$ cat config.mk
export PLATFORM = sky130hd
export DESIGN_NAME = ysyx_23060240_lsu_flat
export DESIGN_NICKNAME = d
export VERILOG_FILES = /design/src/rtl/ysyx_23060240_lsu_pkg.sv /design/src/rtl/ysyx_23060240_lsu_if.sv /design/src/rtl/ysyx_23060240_lsu_align.sv /design/src/rtl/ysyx_23060240_lsu.sv /design/src/flat_wrapper.sv
export SDC_FILE = /design/constraint.sdc
export NUM_CORES = 1
export LEC_CHECK = 0
export BUFFER_PORTS_ARGS = -buffer_cell sky130_fd_sc_hd__clkbuf_2
export CORE_UTILIZATION = 45
export DETAILED_ROUTE_END_ITERATION = 12
export PLACE_DENSITY = 0.83
export SYNTH_ARGS = -nofsm -noshare
export SYNTH_HDL_FRONTEND = slang
export SYNTH_SLANG_ARGS = --single-unit
$ cat constraint.sdc
create_clock -name clk -period 2.2 [get_ports clk]
set_clock_uncertainty 0.1 [all_clocks]
set_input_delay 0.44 -clock clk [delete_from_list [all_inputs] [get_ports clk]]
set_output_delay 0.44 -clock clk [all_outputs]
set_load 0.05 [all_outputs]
$ cat src/rtl/ysyx_23060240_lsu_pkg.sv
// Shared encodings for the ysyx_23060240 load/store unit: access sizes, error codes, FSM states.
package ysyx_23060240_lsu_pkg;

  typedef enum logic [1:0] {
    SZ_BYTE  = 2'd0,
    SZ_HALF  = 2'd1,
    SZ_WORD  = 2'd2,
    SZ_DWORD = 2'd3
  } size_e;

  localparam logic [1:0] ERR_NONE    = 2'd0;
  localparam logic [1:0] ERR_ALIGN   = 2'd1;
  localparam logic [1:0] ERR_TIMEOUT = 2'd2;
  localparam logic [1:0] ERR_SIZE    = 2'd3;

  typedef enum logic [1:0] {
    ST_IDLE,
    ST_REQ,
    ST_WAIT_RSP,
    ST_RESP
  } state_e;

  // An access is aligned when the address is a multiple of its byte count.
  function automatic logic isMisaligned(input logic [1:0] size, input logic [2:0] lowAddr);
    case (size)
      SZ_BYTE: return 1'b0;
      SZ_HALF: return lowAddr[0];
      SZ_WORD: return |lowAddr[1:0];
      default: return |lowAddr;
    endcase
  endfunction

endpackage

$ cat src/rtl/ysyx_23060240_lsu_if.sv
// Core-side (EX -> WB) and memory-side bus interfaces of the ysyx_23060240 load/store unit.
interface ysyx_23060240_lsu_core_if #(
  parameter int ADDR_W = 32,
  parameter int DATA_W = 32
) ();
  logic              in_valid;
  logic              in_ready;
  logic              in_we;
  logic [1:0]        in_size;
  logic              in_unsigned;
  logic [ADDR_W-1:0] in_addr;
  logic [DATA_W-1:0] in_wdata;
  logic              out_valid;
  logic              out_ready;
  logic [DATA_W-1:0] out_rdata;
  logic              out_err;
  logic [1:0]        out_err_code;

  modport master (
    output in_valid, in_we, in_size, in_unsigned, in_addr, in_wdata, out_ready,
    input  in_ready, out_valid, out_rdata, out_err, out_err_code
  );

  modport slave (
    input  in_valid, in_we, in_size, in_unsigned, in_addr, in_wdata, out_ready,
    output in_ready, out_valid, out_rdata, out_err, out_err_code
  );
endinterface

interface ysyx_23060240_lsu_mem_if #(
  parameter int ADDR_W = 32,
  parameter int DATA_W = 32
) ();
  localparam int STRB_W = DATA_W / 8;

  logic              mem_req_valid;
  logic              mem_req_ready;
  logic              mem_req_we;
  logic [ADDR_W-1:0] mem_req_addr;
  logic [DATA_W-1:0] mem_req_wdata;
  logic [STRB_W-1:0] mem_req_wstrb;
  logic              mem_rsp_valid;
  logic [DATA_W-1:0] mem_rsp_rdata;

  modport master (
    output mem_req_valid, mem_req_we, mem_req_addr, mem_req_wdata, mem_req_wstrb,
    input  mem_req_ready, mem_rsp_valid, mem_rsp_rdata
  );

  modport slave (
    input  mem_req_valid, mem_req_we, mem_req_addr, mem_req_wdata, mem_req_wstrb,
    output mem_req_ready, mem_rsp_valid, mem_rsp_rdata
  );
endinterface

$ cat src/rtl/ysyx_23060240_lsu_align.sv
// Byte-lane steering: store strobes/shifted data from (size, offset), and load extraction with extension.
module ysyx_23060240_lsu_align
  import ysyx_23060240_lsu_pkg::*;
#(
  parameter int  DATA_W = 32,
  localparam int STRB_W = DATA_W / 8,
  localparam int OFF_W  = $clog2(STRB_W)
) (
  input  logic [1:0]        i_stSize,
  input  logic [OFF_W-1:0]  i_stOff,
  input  logic [DATA_W-1:0] i_stData,
  output logic [STRB_W-1:0] o_wstrb,
  output logic [DATA_W-1:0] o_wdata,
  input  logic [1:0]        i_ldSize,
  input  logic [OFF_W-1:0]  i_ldOff,
  input  logic              i_ldUnsigned,
  input  logic [DATA_W-1:0] i_ldData,
  output logic [DATA_W-1:0] o_ldData
);

  logic [STRB_W-1:0] w_baseStrb;
  logic [DATA_W-1:0] w_byteMask;
  logic [DATA_W-1:0] w_ldShifted;

  // Unused lanes of the store data are zeroed so the bus never carries stale bytes.
  always_comb begin
    w_baseStrb = '1;
    case (i_stSize)
      SZ_BYTE: w_baseStrb = STRB_W'(8'h01);
      SZ_HALF: w_baseStrb = STRB_W'(8'h03);
      SZ_WORD: w_baseStrb = STRB_W'(8'h0F);
      default: w_baseStrb = '1;
    endcase
    w_byteMask = '0;
    for (int i = 0; i < STRB_W; i++) begin
      w_byteMask[8*i +: 8] = {8{w_baseStrb[i]}};
    end
    o_wstrb = w_baseStrb << i_stOff;
    o_wdata = (i_stData & w_byteMask) << {i_stOff, 3'b000};
  end

  always_comb begin
    w_ldShifted = i_ldData >> {i_ldOff, 3'b000};
    o_ldData    = w_ldShifted;
    case (i_ldSize)
      SZ_BYTE: o_ldData = i_ldUnsigned ? DATA_W'(w_ldShifted[7:0])  : DATA_W'($signed(w_ldShifted[7:0]));
      SZ_HALF: o_ldData = i_ldUnsigned ? DATA_W'(w_ldShifted[15:0]) : DATA_W'($signed(w_ldShifted[15:0]));
      SZ_WORD: o_ldData = i_ldUnsigned ? DATA_W'(w_ldShifted[31:0]) : DATA_W'($signed(w_ldShifted[31:0]));
      default: o_ldData = w_ldShifted;
    endcase
  end

endmodule

$ cat src/rtl/ysyx_23060240_lsu.sv
// Multi-cycle load/store unit with registered request/response memory bus.
// Optional perf counters: define YSYX_23060240_LSU_PERF_EN.
module ysyx_23060240_lsu
  import ysyx_23060240_lsu_pkg::*;
#(
  parameter int ADDR_W  = 32,
  parameter int DATA_W  = 32,
  parameter int TIMEOUT = 255
) (
  input logic clk,
  input logic rst,
  ysyx_23060240_lsu_core_if.slave core,
  ysyx_23060240_lsu_mem_if.master mem
`ifdef YSYX_23060240_LSU_PERF_EN
  ,
  output logic [31:0] perf_loads,
  output logic [31:0] perf_stores,
  output logic [31:0] perf_stall_cyc
`endif
);

  localparam int STRB_W = DATA_W / 8;
  localparam int OFF_W  = $clog2(STRB_W);
  localparam int CNT_W  = (TIMEOUT > 1) ? $clog2(TIMEOUT) : 1;

  state_e            r_state;
  logic              r_we;
  logic [1:0]        r_size;
  logic              r_unsigned;
  logic [OFF_W-1:0]  r_off;
  logic [CNT_W-1:0]  r_cnt;
  logic              r_inReady;
  logic              r_outValid;
  logic [DATA_W-1:0] r_outRdata;
  logic              r_outErr;
  logic [1:0]        r_outErrCode;
  logic              r_memReqValid;
  logic              r_memReqWe;
  logic [ADDR_W-1:0] r_memReqAddr;
  logic [DATA_W-1:0] r_memReqWdata;
  logic [STRB_W-1:0] r_memReqWstrb;

  logic              w_illegal;
  logic              w_misaligned;
  logic [STRB_W-1:0] w_wstrb;
  logic [DATA_W-1:0] w_wdata;
  logic [DATA_W-1:0] w_ldData;

  assign w_illegal    = (core.in_size == SZ_DWORD) && (DATA_W != 64);
  assign w_misaligned = isMisaligned(core.in_size, core.in_addr[2:0]);

  ysyx_23060240_lsu_align #(.DATA_W(DATA_W)) u_align (
    .i_stSize     (core.in_size),
    .i_stOff      (core.in_addr[OFF_W-1:0]),
    .i_stData     (core.in_wdata),
    .o_wstrb      (w_wstrb),
    .o_wdata      (w_wdata),
    .i_ldSize     (r_size),
    .i_ldOff      (r_off),
    .i_ldUnsigned (r_unsigned),
    .i_ldData     (mem.mem_rsp_rdata),
    .o_ldData     (w_ldData)
  );

  always_ff @(posedge clk) begin
    if (rst) begin
      r_state       <= ST_IDLE;
      r_we          <= 1'b0;
      r_size        <= 2'd0;
      r_unsigned    <= 1'b0;
      r_off         <= '0;
      r_cnt         <= '0;
      r_inReady     <= 1'b1;
      r_outValid    <= 1'b0;
      r_outRdata    <= '0;
      r_outErr      <= 1'b0;
      r_outErrCode  <= ERR_NONE;
      r_memReqValid <= 1'b0;
      r_memReqWe    <= 1'b0;
      r_memReqAddr  <= '0;
      r_memReqWdata <= '0;
      r_memReqWstrb <= '0;
    end else begin
      case (r_state)
        ST_IDLE: begin
          if (core.in_valid && r_inReady) begin
            r_inReady  <= 1'b0;
            r_we       <= core.in_we;
            r_size     <= core.in_size;
            r_unsigned <= core.in_unsigned;
            r_off      <= core.in_addr[OFF_W-1:0];
            // Rejected requests skip the bus entirely and answer on the next cycle.
            if (w_illegal || w_misaligned) begin
              r_state      <= ST_RESP;
              r_outValid   <= 1'b1;
              r_outRdata   <= '0;
              r_outErr     <= 1'b1;
              r_outErrCode <= w_illegal ? ERR_SIZE : ERR_ALIGN;
            end else begin
              r_state       <= ST_REQ;
              r_memReqValid <= 1'b1;
              r_memReqWe    <= core.in_we;
              r_memReqAddr  <= {core.in_addr[ADDR_W-1:OFF_W], {OFF_W{1'b0}}};
              r_memReqWdata <= core.in_we ? w_wdata : '0;
              r_memReqWstrb <= core.in_we ? w_wstrb : '0;
            end
          end
        end
        ST_REQ: begin
          if (mem.mem_req_ready) begin
            r_memReqValid <= 1'b0;
            r_cnt         <= '0;
            r_state       <= ST_WAIT_RSP;
          end
        end
        ST_WAIT_RSP: begin
          if (mem.mem_rsp_valid) begin
            r_state      <= ST_RESP;
            r_outValid   <= 1'b1;
            r_outRdata   <= r_we ? '0 : w_ldData;
            r_outErr     <= 1'b0;
            r_outErrCode <= ERR_NONE;
          end else if ((TIMEOUT != 0) && (r_cnt == CNT_W'(TIMEOUT - 1))) begin
            r_state      <= ST_RESP;
            r_outValid   <= 1'b1;
            r_outRdata   <= '0;
            r_outErr     <= 1'b1;
            r_outErrCode <= ERR_TIMEOUT;
          end else begin
            r_cnt <= r_cnt + CNT_W'(1);
          end
        end
        ST_RESP: begin
          if (core.out_ready) begin
            r_outValid <= 1'b0;
            r_inReady  <= 1'b1;
            r_state    <= ST_IDLE;
          end
        end
        default: r_state <= ST_IDLE;
      endcase
    end
  end

  assign core.in_ready     = r_inReady;
  assign core.out_valid    = r_outValid;
  assign core.out_rdata    = r_outRdata;
  assign core.out_err      = r_outErr;
  assign core.out_err_code = r_outErrCode;
  assign mem.mem_req_valid = r_memReqValid;
  assign mem.mem_req_we    = r_memReqWe;
  assign mem.mem_req_addr  = r_memReqAddr;
  assign mem.mem_req_wdata = r_memReqWdata;
  assign mem.mem_req_wstrb = r_memReqWstrb;

`ifdef YSYX_23060240_LSU_PERF_EN
  // Only bus responses count as successful; timeouts and rejected requests do not.
  always_ff @(posedge clk) begin
    if (rst) begin
      perf_loads     <= '0;
      perf_stores    <= '0;
      perf_stall_cyc <= '0;
    end else begin
      if ((r_state == ST_REQ) || (r_state == ST_WAIT_RSP)) begin
        perf_stall_cyc <= perf_stall_cyc + 32'd1;
      end
      if ((r_state == ST_WAIT_RSP) && mem.mem_rsp_valid) begin
        if (r_we) perf_stores <= perf_stores + 32'd1;
        else      perf_loads  <= perf_loads + 32'd1;
      end
    end
  end
`endif

endmodule

$ cat src/flat_wrapper.sv
// flat-port wrapper written by rule: the top's interface ports become plain ports
module ysyx_23060240_lsu_flat import ysyx_23060240_lsu_pkg::*;
#(
  parameter int ADDR_W  = 32,
  parameter int DATA_W  = 32,
  parameter int TIMEOUT = 255
)
  (clk, rst, core_in_valid, core_in_we, core_in_size, core_in_unsigned, core_in_addr, core_in_wdata, core_out_ready, core_in_ready, core_out_valid, core_out_rdata, core_out_err, core_out_err_code, mem_mem_req_valid, mem_mem_req_we, mem_mem_req_addr, mem_mem_req_wdata, mem_mem_req_wstrb, mem_mem_req_ready, mem_mem_rsp_valid, mem_mem_rsp_rdata);
  ysyx_23060240_lsu_core_if #(.ADDR_W(ADDR_W), .DATA_W(DATA_W)) core_i ();
  ysyx_23060240_lsu_mem_if #(.ADDR_W(ADDR_W), .DATA_W(DATA_W)) mem_i ();
  input logic clk;
  input logic rst;
  input wire logic [$bits(core_i.in_valid)-1:0] core_in_valid;
  input wire logic [$bits(core_i.in_we)-1:0] core_in_we;
  input wire logic [$bits(core_i.in_size)-1:0] core_in_size;
  input wire logic [$bits(core_i.in_unsigned)-1:0] core_in_unsigned;
  input wire logic [$bits(core_i.in_addr)-1:0] core_in_addr;
  input wire logic [$bits(core_i.in_wdata)-1:0] core_in_wdata;
  input wire logic [$bits(core_i.out_ready)-1:0] core_out_ready;
  output wire logic [$bits(core_i.in_ready)-1:0] core_in_ready;
  output wire logic [$bits(core_i.out_valid)-1:0] core_out_valid;
  output wire logic [$bits(core_i.out_rdata)-1:0] core_out_rdata;
  output wire logic [$bits(core_i.out_err)-1:0] core_out_err;
  output wire logic [$bits(core_i.out_err_code)-1:0] core_out_err_code;
  output wire logic [$bits(mem_i.mem_req_valid)-1:0] mem_mem_req_valid;
  output wire logic [$bits(mem_i.mem_req_we)-1:0] mem_mem_req_we;
  output wire logic [$bits(mem_i.mem_req_addr)-1:0] mem_mem_req_addr;
  output wire logic [$bits(mem_i.mem_req_wdata)-1:0] mem_mem_req_wdata;
  output wire logic [$bits(mem_i.mem_req_wstrb)-1:0] mem_mem_req_wstrb;
  input wire logic [$bits(mem_i.mem_req_ready)-1:0] mem_mem_req_ready;
  input wire logic [$bits(mem_i.mem_rsp_valid)-1:0] mem_mem_rsp_valid;
  input wire logic [$bits(mem_i.mem_rsp_rdata)-1:0] mem_mem_rsp_rdata;
  assign core_i.in_valid = core_in_valid;
  assign core_i.in_we = core_in_we;
  assign core_i.in_size = core_in_size;
  assign core_i.in_unsigned = core_in_unsigned;
  assign core_i.in_addr = core_in_addr;
  assign core_i.in_wdata = core_in_wdata;
  assign core_i.out_ready = core_out_ready;
  assign core_in_ready = core_i.in_ready;
  assign core_out_valid = core_i.out_valid;
  assign core_out_rdata = core_i.out_rdata;
  assign core_out_err = core_i.out_err;
  assign core_out_err_code = core_i.out_err_code;
  assign mem_mem_req_valid = mem_i.mem_req_valid;
  assign mem_mem_req_we = mem_i.mem_req_we;
  assign mem_mem_req_addr = mem_i.mem_req_addr;
  assign mem_mem_req_wdata = mem_i.mem_req_wdata;
  assign mem_mem_req_wstrb = mem_i.mem_req_wstrb;
  assign mem_i.mem_req_ready = mem_mem_req_ready;
  assign mem_i.mem_rsp_valid = mem_mem_rsp_valid;
  assign mem_i.mem_rsp_rdata = mem_mem_rsp_rdata;
  ysyx_23060240_lsu #(.ADDR_W(ADDR_W), .DATA_W(DATA_W), .TIMEOUT(TIMEOUT)) u_core (.clk(clk), .rst(rst), .core(core_i), .mem(mem_i));
endmodule
**After elaboration in Yosys (flattened, before gate mapping)**

Index checks and enable logic that the tools add are counted.

- Register bits: 121
- Input bits: 106
- Output and inout port bits: 107

- $add $sub $neg: 1
- Eq/ne operators: 16
- Shifts and indexed selects: 3
- Mux-type cells: 45
- Bitwise logic cells: 2
- Reduce and logical (&&, ||, !) cells: 20

Operators by type and width:

| kind | count |
|---|---|
| $mux W32 | 8 |
| $pmux W32 S2 | 2 |
| $and A32 B32 Y32 | 1 |
| $shl A32 B5 Y32 | 1 |
| $shr A32 B5 Y32 | 1 |
| $mux W8 | 3 |
| $mux W2 | 11 |
| $pmux W8 S2 | 1 |
| $reduce_and A4 Y1 | 4 |
| $mux W1 | 11 |
| $ne A2 B2 Y1 const B | 5 |
| $add A8 B1 Y8 const B | 1 |
| $eq A2 B2 Y1 const B | 4 |
| $eq A8 B8 Y1 const B | 1 |
| $pmux W2 S4 | 1 |
| $pmux W4 S2 | 1 |
| $reduce_bool A2 Y1 | 4 |
| $eq A2 B1 Y1 const B | 3 |
| $logic_not A2 Y1 | 3 |
| $pmux W1 S2 | 3 |
| $pmux W1 S3 | 2 |
| $reduce_and A3 Y1 | 2 |
| $reduce_and A5 Y1 | 1 |
| $mux W4 | 1 |
| 11 further kinds | 12 |

**Longest topological paths before layout**

- Depth in word-level cells: 6
- Gate-level depth with buffers: 10
- Gate-level depth less buffers: 7

**By module**

Synthesis repeated with hierarchy kept, for this count alone.

- Cells, all modules: 739
- Area, all modules: 5,769.3 sq um

Modules (own cells, without submodules):

| module | instances | cells an instance | area each (sq um) | sequential area each (sq um) |
|---|---|---|---|---|
| ysyx_23060240_lsu | 1 | 538 | 4,545.6 | 2,422.3 |
| ysyx_23060240_lsu_align | 1 | 201 | 1,223.7 | 0.0 |

**Worst setup path before layout**

OpenSTA, ideal clock, no wires.

- Path type: reg2reg
- Start: register u_core.r_inReady, in the netlist u_core.core.in_ready
- End: register u_core.r_outRdata[11], in the netlist u_core.core.out_rdata[11]
- Library setup time: 0.136 ns
- Data arrival time: 1.944 ns
- Slack: 0.021 ns
- Stages on the path, launching flop included: 6
- Buffers on the path: 1
- Clock period less this slack: 2.179 ns
- Path through: dfxtp_1 nand3_1 nor3_1 o21a_1 clkbuf_1 o32ai_1

- Longest elaborated chain between the ends: 3

RTL lines:

| item | RTL line | source |
|---|---|---|
| start, declared | ysyx_23060240_lsu.sv:32 | `logic r_inReady;` |
| start signal, assigned | ysyx_23060240_lsu.sv:73 | `r_inReady <= 1'b1;` |
| start signal, assigned | ysyx_23060240_lsu.sv:87 | `r_inReady <= 1'b0;` |
| start signal, assigned | ysyx_23060240_lsu.sv:136 | `r_inReady <= 1'b1;` |
| $logic_and A1 B1 Y1 | ysyx_23060240_lsu.sv:86 | `if (core.in_valid && r_inReady) begin` |
| $ne A2 B1 Y1 (no source line) | - |  |
| $reduce_and A4 Y1 (no source line) | - |  |
| end signal, assigned | ysyx_23060240_lsu.sv:120 | `r_outRdata <= r_we ? '0 : w_ldData;` |
| end, declared | ysyx_23060240_lsu.sv:34 | `logic [DATA_W-1:0] r_outRdata;` |

Every way passes these cells.
A chain may end at the register's enable or synchronous reset.

**Worst setup path in the final report**

- Start: register u_core.r_state[0]
- End: register u_core.r_outRdata[24], in the netlist u_core.core.out_rdata[24]

- Longest elaborated chain between the ends: 3
- Elaborated cells between the ends (all ways): 8
- Classes of those cells: 4 x eq/ne; 1 x mux; 3 x reduce/logical

RTL lines:

| item | RTL line | source |
|---|---|---|
| start, declared | ysyx_23060240_lsu.sv:26 | `state_e r_state;` |
| start signal, assigned | ysyx_23060240_lsu.sv:67 | `r_state <= ST_IDLE;` |
| start signal, assigned | ysyx_23060240_lsu.sv:94 | `r_state <= ST_RESP;` |
| start signal, assigned | ysyx_23060240_lsu.sv:100 | `r_state <= ST_REQ;` |
| $eq A2 B2 Y1 / $logic_not A2 Y1 (equally long branches) | ysyx_23060240_lsu.sv:84 | `case (r_state)` |
| $ne A3 B2 Y1 (no source line) (tied with other cells) | - |  |
| $reduce_and A4 Y1 (no source line) | - |  |

Parallel ways exist; a longest one is shown, timed or not.

==> results.md <==
* Status: finished clean
* Global-route wire length before repair at 26.65 mm
* Switch share at 36.69%
* Starting Density at 46.71%
* Largest net degree at the start of global routing at 100
* Met1 GRT Util at 30.91%
* Clk root buf: clkbuf_16
* Final Hold Vio Count at 0
* Worst endpoint data arrival time at 2.26 ns
* H-tree depth at 4
* Num CTS Buffers at 17
* Vias in the first global route at 5435
* RSZ-0062 raised after global routing: no
* Final net count at 1020
* Ports at 213
* Relative slew margins at 57.14%
* CP max stage delay at 0.40 ns
* Share of cells above drive strength 1 at 32.93%
* Peak supply drop at 0.0005714 V
* Die area at 13080 um2
* Final Cycle Share at 93.23%
* Worst Setup End Kind: flip-flop
* Clock power share at 35.0%
* Post-Route Utilization at 63.21%
* Worst hold path class: in -> reg
* Worst Tran Pin Value at 0.6381 ns
* CTS max path bufs at 2
* Initial antenna violation count at 0
* #FFs+latches synth at 121
* Drc violations at 0
* Via density at 5.472
* Initial DRC count at 444
* Clock transition at path regs at 0.06 ns
* Warnings, synthesis at 0
* Pint at 4.996 mW
* CP Launch Type: flip-flop
* Die W at 114.4 um
* Syn Inst Count at 701
* Global Route met2 Usage at 44.08%
* TritonCTS Sinks at 121
* Flop pwr share at 32.1%
* Final setup fails at 0
* PD cells at 1027 nW/um2
* # diodes at 0
* Post-synth ARST share at 0%
* Number of routed nets with antenna violations at 0
* Met3 usage at 7.253%
* Synthesized area at 5680 um2
* Slowest cell on the critical path: a2111oi_4
* Crit path required time at 2.41 ns
* Gr ovfl total at 0
* Placer congestion estimate at 0.8846
* Comb pwr share at 32.9%
* Worst Path Max Fanout at 10
* Most crowded layer after global routing: met2
* Post-synth EDFFs at 0
* CTS tree: done
* Wire per inst at 15.54 um
* GRT Resource Usage Total at 26.00%
* PortBufs at 210
* Post-route setup TNS at 0 ns
* Minimum clock period at 2.051 ns
* Row count at 40
* Drt first pass iters at 5
* P&R area growth vs syn at 35.33%
* Main synth FF type: dfxtp_1
* Post-synthesis sequential area ratio at 42.64%
* DR vias at 5954
* Syn Area/Cell at 8.103 um2
* Post-CTS Setup Bufs at 0
* Count of cell types in the netlist at 50
* Routed WL at 16.91 mm
* Die Span Y at 114.4 um
* Max Freq at 487.6 MHz
* Total leakage power at 3.225 nW
* Later-pin clock latency in the skew report at 0.41 ns
* Setup CP Type: reg -> reg
* Core Box Area at 12160 um2
* Net Sw Power at 2.895 mW
* # Max-Cap Violations at 0
* Cell Chain, Critical Path: inv_1 > ha_2 > a21boi_0 > a2111oi_4 > buf_6 > nand2_4 > o32ai_1
* Final HPWL DP at 12.03 mm
* Fin. max-slew vios at 0
==> final timing paths <==
path	cells past startpoint	from	slack [ns]	endpoint
setup reg to reg	7	u_core.r_state[0]	0.15	u_core.core.out_rdata[24]
hold / removal	3	core_in_addr[9]	0.14	u_core.mem.mem_req_addr[9]
hold reg to reg	2	u_core.mem.mem_req_addr[23]	0.35	u_core.mem.mem_req_addr[23]
setup / recovery	7	u_core.r_state[0]	0.15	u_core.core.out_rdata[24]
==> cell usage after synthesis, types with 13 or more instances <==
master    number  area [um2]
nand2_1      137       514.2
dfxtp_1      121        2422
a21oi_1       67       335.3
nor2_1        58       217.7
clkbuf_1      49       183.9
o21ai_0       38       190.2
a22oi_1       24       180.2
nand3_1       21       105.1
a32oi_1       19       166.4
mux2i_1       18       180.2
nor2b_1       15       93.84
o32ai_1       13       113.9
==> power by group through the flow <==
stage / Combinational [mW] / Clock, mW / Sequential, mW
2_1_floorplan: 1.25 / 0 / 3.07
3_3_place_gp: 2.52 / 0 / 2.57
3_5_place_dp: 2.54 / 0 / 2.58
4_1_cts: 2.55 / 2.81 / 2.53
5_1_grt: 2.79 / 2.92 / 2.56
6_report: 2.60 / 2.76 / 2.54
==> stage by stage <==
stage	setup slack (ns)	cell area [um2]	power, mW	hold WS, ns	instances
4_1_cts	0.04560	7637	7.884	0.1280	1088
3_5_place_dp	0.04679	7043	5.115	0.3470	1056
5_1_grt	0.001882	7687	8.268	0.1269	1088
3_3_place_gp	0.01430	7043	5.086	0.3389	1056
2_1_floorplan	0.02061	5684	4.318	0.3311	702
6_report	0.1490	7687	7.891	0.1424	1088
==> placed cells by master, fill, tap and decap left out, types with 17 or more instances in the layout <==
cell type,Yosys,routed
a21oi_1,67,66
a22oi_1,24,24
a32oi_1,19,19
buf_4,4,30
clkbuf_16,0,17
clkbuf_2,0,209
dfxtp_1,121,121
mux2i_1,18,18
nand2_1,137,135
nand3_1,21,21
nor2_1,58,57
o21ai_0,38,37
==> what timing repair did <==
action | 4_1_cts | 5_1_grt
gates resized for setup | 0 | 11
setup endpoints to repair | 0 | 43
hold buffers | 0 | 0
endpoints found under the hold margin | 0 | 0
==> routing by layer <==
layer	vias up	part of all wire, %
li1	2917	-
met1	2763	43
met2	246	48
met3	28	7.2
met4	0	2.2
met5	-	0
==> sequential cells by signal, summed over array words and instances (netlist names) <==
name and count:
u_core.core.in_ready 1, u_core.core.out_err 1, u_core.core.out_err_code 2, u_core.core.out_rdata 32, u_core.core.out_valid 1, u_core.mem.mem_req_addr 30, u_core.mem.mem_req_valid 1, u_core.mem.mem_req_wdata 32
u_core.mem.mem_req_we 1, u_core.mem.mem_req_wstrb 4, u_core.r_cnt 8, u_core.r_off 2, u_core.r_size 2, u_core.r_state 2, u_core.r_unsigned 1, u_core.r_we 1
==> area by class of cell <==
cell class	count	area [um2]
Fill cell	1083	4474
Multi-Input combinational cell	513	3044
Sequential cell	121	2422
Timing Repair Buffer	245	1383
Clock buffer	19	452.9
Tap cell	168	210.2
Clock inverter	13	141.4
Inverter	9	33.78
==> cells by family (layout without fill, tap and decap cells) <==
| group | after synthesis | in the layout | share of synthesized area, % |
|---|---|---|---|
| multiplexers | 29 | 29 | 5.352 |
| flip-flops | 121 | 121 | 42.64 |
| adder cells (fa/ha/maj) | 7 | 7 | 1.542 |
| buffers and inverters | 68 | 286 | 4.824 |
| XOR/XNOR | 6 | 6 | 0.9251 |
| AO/OA/AOI/OAI | 219 | 219 | 25.99 |
| other | 1 | 2 | 0.06602 |
| AND/OR/NAND/NOR | 250 | 250 | 18.66 |
==> critical path, delay by kind of cell (launching register included) <==
| family | cells | cell delay (ns) |
|---|---|---|
| compound gates | 3 | 0.90 |
| flops | 1 | 0.35 |
| buf+inv | 2 | 0.29 |
| fa+ha+maj | 1 | 0.21 |
| simple gates | 1 | 0.09 |
(Power assumes the default switching activity.)
